--- src/rtl/decodificador_pkg.sv ---
// Shared types and Gray-code step classification for the quadrature decoder.
package decodificador_pkg;

    localparam int NBITS_COUNT = 2;

    typedef logic [1:0] fase_t;

    typedef enum logic {INIT, RUN} estado_t;

    localparam fase_t FASE_00 = 2'b00;
    localparam fase_t FASE_01 = 2'b01;
    localparam fase_t FASE_11 = 2'b11;
    localparam fase_t FASE_10 = 2'b10;

    typedef struct packed {
        logic valid;
        logic up;
        logic illegal;
    } passo_t;

    // Next phase in the forward (count-up) direction.
    function automatic fase_t proxima(input fase_t f);
        fase_t n;
        case (f)
            FASE_00: n = FASE_01;
            FASE_01: n = FASE_11;
            FASE_11: n = FASE_10;
            default: n = FASE_00;
        endcase
        return n;
    endfunction

    function automatic passo_t passo(input fase_t prev, input fase_t cur);
        passo_t p;
        p = '0;
        if (cur == proxima(prev)) begin
            p.valid = 1'b1;
            p.up    = 1'b1;
        end else if (prev == proxima(cur)) begin
            p.valid = 1'b1;
        end else if ((prev ^ cur) == 2'b11) begin
            p.illegal = 1'b1;
        end
        return p;
    endfunction

endpackage

--- src/rtl/sincronizador.sv ---
// Single-bit multi-flop synchroniser for an asynchronous input.
module sincronizador #(
    parameter int SYNC_STAGES = 2
) (
    input  logic clk,
    input  logic reset,
    input  logic d,
    output logic q
);

    logic [SYNC_STAGES-1:0] etapas;

    always_ff @(posedge clk) begin
        if (reset) begin
            etapas <= '0;
        end else begin
            etapas <= {etapas[SYNC_STAGES-2:0], d};
        end
    end

    assign q = etapas[SYNC_STAGES-1];

endmodule

--- src/rtl/decodificador_quadratura.sv ---
// Quadrature decoder: synchronised A/B phases, step pulse with direction,
// loadable wrap-around position count and sticky illegal-transition flag.
module decodificador_quadratura
    import decodificador_pkg::*;
#(
    parameter int NBITS_COUNT = decodificador_pkg::NBITS_COUNT,
    parameter int SYNC_STAGES = 2
) (
    input  logic                   clk,
    input  logic                   reset,
    input  logic                   a_in,
    input  logic                   b_in,
    input  logic                   load,
    input  logic [NBITS_COUNT-1:0] Data_in,
    input  logic                   clear_err,
    output logic                   counter_on,
    output logic                   count_up,
    output logic [NBITS_COUNT-1:0] Count,
    output logic                   err
);

    localparam int CW = $clog2(SYNC_STAGES + 1);
    localparam logic [CW-1:0] INIT_LAST = CW'(SYNC_STAGES);

    logic a_sync, b_sync;
    fase_t ph;
    passo_t p;

    estado_t state_q, state_d;
    logic [CW-1:0] init_cnt_q, init_cnt_d;
    fase_t prev_q, prev_d;
    logic [NBITS_COUNT-1:0] count_q, count_d;
    logic counter_on_q, counter_on_d;
    logic count_up_q, count_up_d;
    logic err_q, err_d;

    sincronizador #(.SYNC_STAGES(SYNC_STAGES)) u_sync_a (
        .clk  (clk),
        .reset(reset),
        .d    (a_in),
        .q    (a_sync)
    );

    sincronizador #(.SYNC_STAGES(SYNC_STAGES)) u_sync_b (
        .clk  (clk),
        .reset(reset),
        .d    (b_in),
        .q    (b_sync)
    );

    assign ph = {a_sync, b_sync};
    assign p  = passo(prev_q, ph);

    always_ff @(posedge clk) begin
        if (reset) begin
            state_q      <= INIT;
            init_cnt_q   <= '0;
            prev_q       <= FASE_00;
            count_q      <= '0;
            counter_on_q <= 1'b0;
            count_up_q   <= 1'b1;
            err_q        <= 1'b0;
        end else begin
            state_q      <= state_d;
            init_cnt_q   <= init_cnt_d;
            prev_q       <= prev_d;
            count_q      <= count_d;
            counter_on_q <= counter_on_d;
            count_up_q   <= count_up_d;
            err_q        <= err_d;
        end
    end

    always_comb begin
        state_d      = state_q;
        init_cnt_d   = init_cnt_q;
        prev_d       = prev_q;
        count_d      = count_q;
        counter_on_d = 1'b0;
        count_up_d   = count_up_q;
        err_d        = err_q;

        unique case (state_q)
            INIT: begin
                // ph mirrors the pins only once the reset zeros have left the chain
                if (init_cnt_q == INIT_LAST) begin
                    prev_d  = ph;
                    state_d = RUN;
                end else begin
                    init_cnt_d = init_cnt_q + 1'b1;
                end
            end
            RUN: begin
                prev_d = ph;
                if (p.valid) begin
                    counter_on_d = 1'b1;
                    count_up_d   = p.up;
                    count_d      = p.up ? count_q + 1'b1 : count_q - 1'b1;
                end
            end
            default: state_d = INIT;
        endcase

        if (state_q == RUN && p.illegal) begin
            err_d = 1'b1;
        end else if (clear_err) begin
            err_d = 1'b0;
        end

        if (load) begin
            count_d = Data_in;
        end
    end

    assign counter_on = counter_on_q;
    assign count_up   = count_up_q;
    assign Count      = count_q;
    assign err        = err_q;

endmodule

--- config.mk ---
export PLATFORM = sky130hd
export DESIGN_NAME = decodificador_quadratura
export DESIGN_NICKNAME = d
export VERILOG_FILES = /design/src/rtl/decodificador_pkg.sv /design/src/rtl/sincronizador.sv /design/src/rtl/decodificador_quadratura.sv
export SDC_FILE = /design/constraint.sdc
export NUM_CORES = 1
export LEC_CHECK = 0
export CORE_AREA = 2 2 39 41
export CTS_CLUSTER_DIAMETER = 30
export DETAILED_ROUTE_END_ITERATION = 7
export DIE_AREA = 0 0 41 43
export HOLD_SLACK_MARGIN = 0.03
export PLACE_DENSITY_LB_ADDON = 0.05
export SLEW_MARGIN = 20
export SYNTH_ARGS = -nofsm -noshare
export SYNTH_HDL_FRONTEND = slang
export SYNTH_HIERARCHICAL = 1
export SYNTH_SLANG_ARGS = --single-unit
export TNS_END_PERCENT = 5
--- constraint.sdc ---
create_clock -name clk -period 3.8 [get_ports clk]
set_clock_uncertainty 0.1 [all_clocks]
set_input_delay 0.76 -clock clk [delete_from_list [all_inputs] [get_ports clk]]
set_output_delay 0.76 -clock clk [all_outputs]
set_load 0.01 [all_outputs]
==> results_dict.tcl <==
set metrics [dict create \
    status "completed" \
    report.final.slew_viol_count 0 \
    use_met3_pct 3.14 \
    fin_tns_setup_ps 0 \
    vdd_drop_max_v 0.000277 \
    insertion_delay_ps 270 \
    max_stage_delay_ps 560 \
    cp_max_fo 5 \
    grt_pass1_vias 363 \
    seq_area_frac_synth_pct 48.4 \
    syn-num-nets 72 \
    grt_usage_pct 13.4 \
    fill_cells 143 \
    worst_slack_ps 1710 \
    numCtsBuffers 3 \
    post-route-period-util_pct 54.9 \
    final_nets 87 \
    holdPathStages 1 \
    power.leakage_nw 0.309 \
    wl_um 950 \
    drive_above_1_share_pct 7.79 \
    final_util_pct 54.1 \
    viasPerCell 4.82 \
    hold_path_class "flip-flop to flip-flop" \
    synth_cells 63 \
    grt-ovfl-total 0 \
    cts_sinks 14 \
    endpoint_kind "output pin" \
    yosysWarnings 6 \
    critPathSlowestCell "clkdlybuf4s50_1" \
    clockBufferDepth 2 \
    grt_pass1_wl_um 1610 \
    drt_iter0_markers 3 \
    grt_max_degree 17 \
    post_cts.resized_instances 0 \
    drcViolationCount 0 \
    final_cell_mix "dfxtp_1, clkdlybuf4s50_1, nor2_1" \
    gp_congestion 0.687 \
    timing.final.crit_period_ps 2090 \
    die_area_um2 1760 \
    hold_path_end "u_sync_a/etapas[1]" \
    wl_per_cell_um 10.2 \
    path_delay_family "buffers and inverters" \
    cts-root-buf "clkbuf_4" \
    dr.pass1.iters 4 \
    tightestPinTransition_ps 554 \
    die_h_um 43 \
    busiest_layer "met1" \
    ctsHoldBuffers 0 \
    worstPathArrival_ps 1230 \
    critPathKind "flip-flop to output pin" \
    antenna_cells 0 \
    slew_headroom_pct 63.0 \
    r2r_start "u_sync_a/etapas[1]" \
    cts_tree "done" \
    synth_area_per_cell_um2 9.20 \
    grt_use_met2_pct 18.8 \
    via_count 448 \
    start_kind "flip-flop" \
    crit_chain "clkdlybuf4s50_1" \
    clk_pin_slew_worst_paths_ps 90 \
    synthDistinctLibCells 20 \
    core.rowCount 14 \
    pre_cts_ws_ps 1460 \
    min-delay-start "u_sync_a/etapas[0]" \
    dp_hpwl_um 697 \
    ys_ff_latch 14 \
    path_buf_inv 1 \
    die_x_um 41 \
    syn_to_final_growth_pct 29.2 \
    synth_area_um2 579 \
    finalSetupViolations 0 \
    required_ps 2940 \
    port_buffers 12 \
    rr_worst_depth 4 \
    rsz0062_at_grt "false" \
    r2r_slack_ps 2270 \
    grt_use_met1_pct 18.9 \
    powerDensity_nw_per_um2 504 \
    ios 13 \
    layout_commonest_cell "dfxtp_1" \
    initial_core_util_pct 41.9 \
    antenna_found_initial 0 \
    htreeDepth 1 \
    core_um2 1380 \
    postCtsSetupBuffers 0 \
    ant_nets 0 \
    hold_violations 0 \
    drv_cap 0 \
    max_freq_mhz 479 \
    r2r-end "Count[1]" \
]
==> metal layers <==
layer | share of wire, % | vias up | wire length (um)
met3 | 4.7 | 2 | 45
met5 | 0 | - | 0
met4 | 1.1 | 0 | 10
met2 | 42 | 10 | 403
met1 | 52 | 196 | 490
li1 | - | 240 | -
==> through the flow <==
step	instance area, um2	instances	hold slack, ps	power [mW]
2_1_floorplan	579	63	314	0.246
3_5_place_dp	712	89	324	0.274
3_3_place_gp	712	89	320	0.273
4_1_cts	748	93	346	0.382
5_1_grt	748	93	375	0.406
6_report	748	93	347	0.377
==> final cells by class <==
class	instances	area (um2)	share of cell area (%)
inverter	3	11.3	1.51
clock buffer	4	36.3	4.85
timing repair buffer	12	120	16.1
sequential	14	280	37.5
multi-input combinational	44	280	37.5
tap	16	20.0	2.68
==> cells by family (layout without fill, tap and decap cells) <==
family | after synthesis | in the layout | synth area share, %
AND/OR/NAND/NOR | 24 | 24 | 21.6
AO/OA/AOI/OAI | 13 | 13 | 15.6
adder cells (fa/ha/maj) | 1 | 1 | 2.16
buffers and inverters | 5 | 19 | 3.24
flip-flops | 14 | 14 | 48.4
XOR/XNOR | 6 | 6 | 9.07
==> synth_stat cells <==
| master | number | area share (%) |
|---|---|---|
| nor2_1 | 9 | 5.8 |
| clkbuf_1 | 2 | 1.3 |
| nand2_1 | 3 | 1.9 |
| xnor2_1 | 4 | 6.0 |
| o21ai_0 | 4 | 3.5 |
| a2111oi_2 | 1 | 2.6 |
| nor3_1 | 2 | 1.7 |
| dfxtp_1 | 14 | 48 |
| o21bai_1 | 1 | 1.3 |
| a211oi_1 | 1 | 1.3 |
| ha_1 | 1 | 2.2 |
| and3_1 | 1 | 1.1 |
| nor3b_1 | 2 | 2.6 |
| a21oi_1 | 4 | 3.5 |
| o2111a_1 | 1 | 1.9 |
| xor2_1 | 2 | 3.0 |
| and3_4 | 1 | 1.9 |
| inv_1 | 3 | 1.9 |
| nor2b_1 | 6 | 6.5 |
| a211o_1 | 1 | 1.5 |
==> how the worst max path moves through the flow <==
stage | startpoint | to | slack [ps] | depth (start not counted)
after global routing | reset | Count[0] | 1630 | 4
final | Count[0] | Count[0] | 1710 | 1
after CTS | Count[0] | Count[0] | 1690 | 1
after detailed placement | reset | Count[0] | 1460 | 4
after floorplan | reset | Count[0] | 2270 | 3
after global placement | reset | Count[0] | 1490 | 4
==> where the power goes <==
| group | total (mW) | switching [mW] | internal, mW |
|---|---|---|---|
| logic | 0.0850 | 0.0413 | 0.0437 |
| clock network | 0.107 | 0.0490 | 0.0582 |
| registers | 0.185 | 0.0178 | 0.167 |
==> sequential cells by signal, indices dropped and copies added, names as in the netlist, 2 cells and up <==
register and cells:
Count 2, init_cnt_q 2, prev_q 2, u_sync_a/etapas 2, u_sync_b/etapas 2
No activity file was read; power rests on OpenSTA's default activity.
==> edit 1, RTL diff (same settings) <==
Change the package constant `NBITS_COUNT` from 2 to 4.
--- a/src/rtl/decodificador_pkg.sv
+++ b/src/rtl/decodificador_pkg.sv
@@ -1,7 +1,7 @@
 // Shared types and Gray-code step classification for the quadrature decoder.
 package decodificador_pkg;
 
-    localparam int NBITS_COUNT = 2;
+    localparam int NBITS_COUNT = 4;
 
     typedef logic [1:0] fase_t;
 
Interface: changed (resized Count and Data_in); port bits go from 13 to 17. The function was not compared with the original's and may differ.
==> edit 1 against the unedited design <==
Die area unchanged. First-iteration DRC count grew to 4.3 times the old value. Design area increased by 33%. Routed wire length is 52% higher. Critical endpoint is now Count[1]. Cell count up 28%. Global-route usage increased by 6.4 points. Critical path depth increased by 4. Synthesized area rose by 36%. Power up 23%. Sequential cell count up 2. Largest cell class is now multi-input combinational cells. Combinational power rose by 60%. Critical path type is now flop to flop. Setup slack worse by 0.34 ns.
==> edit 1: results (changes against the unedited design) <==
Most numerous cell types in the synthesized netlist: 16 x dfxtp_1, 10 x nor2_1, 5 x inv_1, 5 x nand2_1, 5 x nor2b_1 (was 14 x dfxtp_1, 9 x nor2_1, 6 x nor2b_1). The overall fraction of global-route tracks in use is 0.198 (was 0.134). The synthesis warning total is 6 (unchanged). The largest net degree at the start of global routing came to 21 (was 17). The vias per cell came out at 5.45 (was 4.82).

The endpoint of the worst-slack reg-to-reg timing path was Count[1] (unchanged). The top fanout value on the critical path is 6 (was 5). The cell depth of the worst min-delay path came out at 1 (unchanged). The number of I/O port buffers came out at 16 (was 12).

The post-CTS setup buffer count is 0 (unchanged). The share of synthesized flip-flops with an asynchronous set or reset came out at 0 (unchanged). The fraction of layout cells with a size suffix above 1 came out at 0.0971 (was 0.0779). The placed wire-length estimate is 1070 um (was 697 um).

The startpoint of the lowest-slack hold path is u_sync_b/etapas[0] (was u_sync_a/etapas[0]). The number of CTS-inserted buffers was 3 (unchanged). The total nets after synthesis is 100 (was 72). The leakage component of the power came out at 0.387 nW (was 0.309 nW). The total iterations of the first detailed-routing run is 4 (unchanged).

The cell at the root of the clock tree is clkbuf_4 (unchanged). The number of placed instances with taps included is 115 (was 89). The worst hold-check path type is flop to flop (unchanged). The number of global-route vias before repair was 592 (was 363). The weighted congestion at the end of routability-driven global placement is 0.764 (was 0.687). The maximum count of clock buffers along a single path came out at 2 (unchanged). The DRC violation total after the first TritonRoute iteration came out at 13 (was 3). The detail-routed net length per standard cell was 12.1 um (was 10.2 um).

The number of antenna violations at the first check in global routing came out at 0 (unchanged). The reg2reg setup slack was 1.37 ns (was 2.27 ns). Outcome: finished clean (unchanged). The clock-pin slew reported for the worst setup and hold paths after clock tree synthesis is 0.11 ns (was 0.09 ns).

The endpoint with the worst hold slack is u_sync_b/etapas[1] (was u_sync_a/etapas[1]). The count of flip-flops with a built-in enable after synthesis is 0 (unchanged). The number of antenna repair diodes is 0 (unchanged).

The register with the most flip-flops in the layout has 4 of them. The number of resized instances in the post-cts repair step came out at 0 (unchanged). The insertion delay to the later sink of the worst-skew pair is 0.29 ns (was 0.27 ns). The post-synthesis sequential area ratio came out at 0.407 (was 0.484).

The number of vias in the routed layout came out at 648 (was 448). The unique cell type count in the Yosys netlist came out at 31 (was 20). The total grt overflow is 0 (unchanged). The instance count of the mapped netlist came out at 86 (was 63).

The transition time at the pin with the least slew margin is 0.702 ns (was 0.554 ns). The peak supply drop came to 0.377 mV (was 0.277 mV). The count of H-tree levels built during CTS came out at 1 (unchanged). The arrival time of data at the critical path endpoint came out at 2.52 ns (was 1.23 ns).

The logic depth of the worst register-to-register path is 5 (was 4). The origin of the critical flop-to-flop path was prev_q[1] (was u_sync_a/etapas[1]). The wire length of the first global-routing pass came out at 2370 um (was 1610 um). The total of fill cells in the finished design is 106 (was 143). Cell types with the largest area share after synthesis: dfxtp_1 41%, ha_1 4.8%, nor2_1 4.8% (was dfxtp_1 48%, nor2b_1 6.5%, xnor2_1 6.0%).
-- edit 1: cell types whose count changed after synthesis, moves of 2 or more --
| cell | before | now |
|---|---|---|
| nor3_1 | 2 | 4 |
| nand3_1 | 0 | 3 |
| o21ai_0 | 4 | 2 |
| inv_1 | 3 | 5 |
| dfxtp_1 | 14 | 16 |
| ha_1 | 1 | 3 |
| nand2_1 | 3 | 5 |
-- edit 1: final cells by class --
type | instances | area (um2) | area share
inverter | 5 | 18.8 | 0.0189
sequential | 16 | 320 | 0.323
timing repair buffer | 16 | 160 | 0.161
tap | 16 | 20.0 | 0.0202
clock buffer | 4 | 36.3 | 0.0366
multi-input combinational | 62 | 437 | 0.440
-- edit 1: worst max-delay path by stage --
stage	slack (ns)	end	startpoint	depth (start not counted)
3_3_place_gp	1.37	Count[1]	load	3
4_1_cts	1.38	Count[1]	prev_q[1]	5
5_1_grt	1.28	Count[1]	prev_q[1]	5
3_5_place_dp	1.33	Count[2]	reset	3
2_1_floorplan	1.51	Count[1]	u_sync_a/etapas[1]	5
6_report	1.37	Count[1]	prev_q[1]	5
-- edit 1: per-stage QoR --
step / util / cell area, um2 / hold slack (ns) / total power, mW / worst slack [ns]
6_report: 0.717 / 992 / 0.326 / 0.466 / 1.37
5_1_grt: 0.717 / 992 / 0.353 / 0.494 / 1.28
4_1_cts: 0.717 / 992 / 0.338 / 0.469 / 1.38
3_5_place_dp: 0.691 / 956 / 0.325 / 0.356 / 1.33
3_3_place_gp: 0.691 / 956 / 0.317 / 0.344 / 1.37
2_1_floorplan: - / 787 / 0.314 / 0.305 / 1.51
-- edit 1: worst max-delay path, cell delays in order, from the launching register on --
cell and delay [ns]:
dfxtp_1 0.35, xnor2_1 0.44, or2_2 0.24, fa_1 0.42
or4_2 0.65, o311a_1 0.14
-- edit 1: per-layer routing --
layer | routed length, um | vias up | part of all wire | track usage
met1 | 708 | 302 | 0.49 | 0.268
met3 | 48 | 2 | 0.033 | 0.0314
met5 | 0 | - | 0 | 0
met2 | 672 | 11 | 0.47 | 0.303
met4 | 10 | 0 | 0.0069 | 0.0800
li1 | - | 333 | - | -
-- edit 1: cell families after synthesis --
| kind of cell | after synthesis | synth area share |
|---|---|---|
| AOI/OAI and AO/OA | 18 | 0.178 |
| xor gates and xnor gates | 8 | 0.0986 |
| adders and majority gates | 4 | 0.0731 |
| buffers and inverters | 8 | 0.0382 |
| DFF | 16 | 0.407 |
| and+or+nand+nor | 32 | 0.205 |
-- edit 1: power breakdown --
| group | leakage, nW | total [mW] | internal, mW | switching (mW) |
|---|---|---|---|---|
| Sequential | 0.132 | 0.215 | 0.191 | 0.0248 |
| Clock | 0.0210 | 0.114 | 0.0583 | 0.0555 |
| Combinational | 0.235 | 0.136 | 0.0657 | 0.0707 |
==> edit 2, RTL diff (config.mk and constraints unchanged) <==
Without the edit above. Register the output `Count` once more; this adds one clock of latency there. The other outputs are not delayed to match.
--- a/src/rtl/decodificador_quadratura.sv
+++ b/src/rtl/decodificador_quadratura.sv
@@ -114,7 +114,9 @@
 
     assign counter_on = counter_on_q;
     assign count_up   = count_up_q;
-    assign Count      = count_q;
+    always_ff @(posedge clk) begin
+        Count <= count_q;
+    end
     assign err        = err_q;
 
 endmodule
Formal check against the unedited RTL: not equivalent (Yosys sat finds a counterexample within 4 cycles, from zero or initial values and one cycle with reset high).
==> edit 2 against the unedited design <==
Sequential power is 12% higher. Worst hold slack worse by 0.065 ns. Synthesized area rose by 7.8%. Design area rose by 5.4%. Sequential share of layout area up 3.2 points. Power increased by 7.2%. Clock power increased by 5%. Setup slack improved by 0.055 ns. Routed wire length grew 3.5%. Die area did not move. Sequential cell count up 2. Maximum frequency is 2.7% higher. Critical path type unchanged. Critical endpoint is now count_up.
==> edit 2: results (changes against the unedited design) <==
Most numerous cell types in the synthesized netlist: 16 x dfxtp_1, 9 x nor2_1, 6 x nor2b_1 (was 14 x dfxtp_1, 9 x nor2_1, 6 x nor2b_1). The synthesis warning total is 6 (unchanged). The fraction of layout cells with a size suffix above 1 is 0.0759 (was 0.0779).

The largest net degree at the start of global routing came to 17 (unchanged). The worst hold-check path type was flop to flop (unchanged). The top fanout value on the critical path came out at 3 (was 5). The largest stage delay on the critical path is 0.53 ns (was 0.56 ns).

The vias per cell came out at 4.82 (about the same). The arrival time of data at the critical path endpoint came to 1.17 ns (was 1.23 ns). The origin of the critical flop-to-flop path is prev_q[0] (was u_sync_a/etapas[1]). The share of synthesized flip-flops with an asynchronous set or reset came out at 0 (unchanged). The number of nets in the final layout is 89 (was 87). The maximum count of clock buffers along a single path is 2 (unchanged). The total of fill cells in the finished design is 140 (was 143). The post-synthesis sequential area ratio is 0.513 (was 0.484). The worst max-slew margin expressed relative to the limit is 0.645 (was 0.630).

The weighted congestion at the end of routability-driven global placement is 0.701 (was 0.687). The DRC violation total after the first TritonRoute iteration is 11 (was 3). The post-CTS setup buffer count was 0 (unchanged).

The die outline area came to 0.00176 mm2 (unchanged). The leakage component of the power came to 0.324 nW (was 0.309 nW). The highest-delay cell along the critical path is clkdlybuf4s50_1 (unchanged). The final wirelength is 983 um (was 950 um). Cell types with the largest area share after synthesis: dfxtp_1 51%, nor2b_1 6.0%, xnor2_1 5.6% (was dfxtp_1 48%, nor2b_1 6.5%, xnor2_1 6.0%). Outcome: finished clean (unchanged). The number of global-route vias before repair is 408 (was 363). The timing endpoint of the critical path is count_up (was Count[0]).

The number of resized instances in the post-cts repair step came out at 0 (unchanged). The number of antenna repair diodes is 0 (unchanged). The cell at the root of the clock tree is clkbuf_4 (unchanged). The placed wire-length estimate came out at 721 um (was 697 um). The unique cell type count in the Yosys netlist came out at 21 (was 20). The endpoint of the worst-slack reg-to-reg timing path was count_q[1] (was Count[1]).

The peak supply drop is 0.289 mV (was 0.277 mV). The overall fraction of global-route tracks in use came out at 0.144 (was 0.134). The reg2reg setup slack came out at 2.29 ns (was 2.27 ns).

The total nets after synthesis came out at 74 (was 72). The first element of the critical path was count_up (was Count[0]). The wire length of the first global-routing pass came out at 1600 um (was 1610 um).
[edit 2: cell types whose count changed after synthesis]
cell / delta
clkbuf_1: -1
dfxtp_1: +2
dlygate4sd1_1: +1
[edit 2: per-stage QoR]
step | hold WS (ns) | total power, mW | setup WS [ns] | instance area (um2) | cells
CTS | 0.283 | 0.411 | 1.74 | 788 | 95
detailed placement | 0.269 | 0.297 | 1.47 | 752 | 91
global placement | 0.266 | 0.295 | 1.50 | 752 | 91
global route | 0.294 | 0.433 | 1.68 | 788 | 95
floorplan | 0.252 | 0.270 | 2.20 | 624 | 65
finish | 0.282 | 0.404 | 1.77 | 788 | 95
[edit 2: power by group]
| group | internal (mW) | total (mW) | switching (mW) |
|---|---|---|---|
| Combinational | 0.0438 | 0.0851 | 0.0413 |
| Clock | 0.0583 | 0.112 | 0.0535 |
| Sequential | 0.190 | 0.207 | 0.0174 |
| Total | 0.292 | 0.404 | 0.112 |
[edit 2: layer usage]
metal / vias to the layer above / GRT usage / share of wire
li1: 248 / - / -
met1: 198 / 0.179 / 0.47
met2: 10 / 0.175 / 0.46
met3: 2 / 0.0471 / 0.046
met4: 0 / 0.153 / 0.020
met5: - / 0 / 0
[edit 2: worst min path at each step]
stage	startpoint	to	slack, ns	cells after the start
floorplan	count_q[1]	Count[1]	0.25	0
global placement	count_q[1]	Count[1]	0.27	0
detailed placement	count_q[1]	Count[1]	0.27	0
CTS	count_q[1]	Count[1]	0.28	0
global route	count_q[1]	Count[1]	0.29	0
finish	count_q[1]	Count[1]	0.28	0
[edit 2: cells by family (layout without fill, tap and decap cells)]
family | after synthesis | count (layout) | share of synthesized area
AO/OA/AOI/OAI | 13 | 13 | 0.144
flip-flops | 16 | 16 | 0.513
XOR/XNOR | 6 | 6 | 0.0842
AND/OR/NAND/NOR | 24 | 24 | 0.200
adder cells (fa/ha/maj) | 1 | 1 | 0.0200
buffers and inverters | 5 | 19 | 0.0381
[edit 2: final cells by class]
class,instances,share of cell area
Sequential cell,16,0.406
Inverter,3,0.0143
Tap cell,16,0.0254
Clock buffer,4,0.0460
Multi-Input combinational cell,44,0.356
Timing Repair Buffer,12,0.152
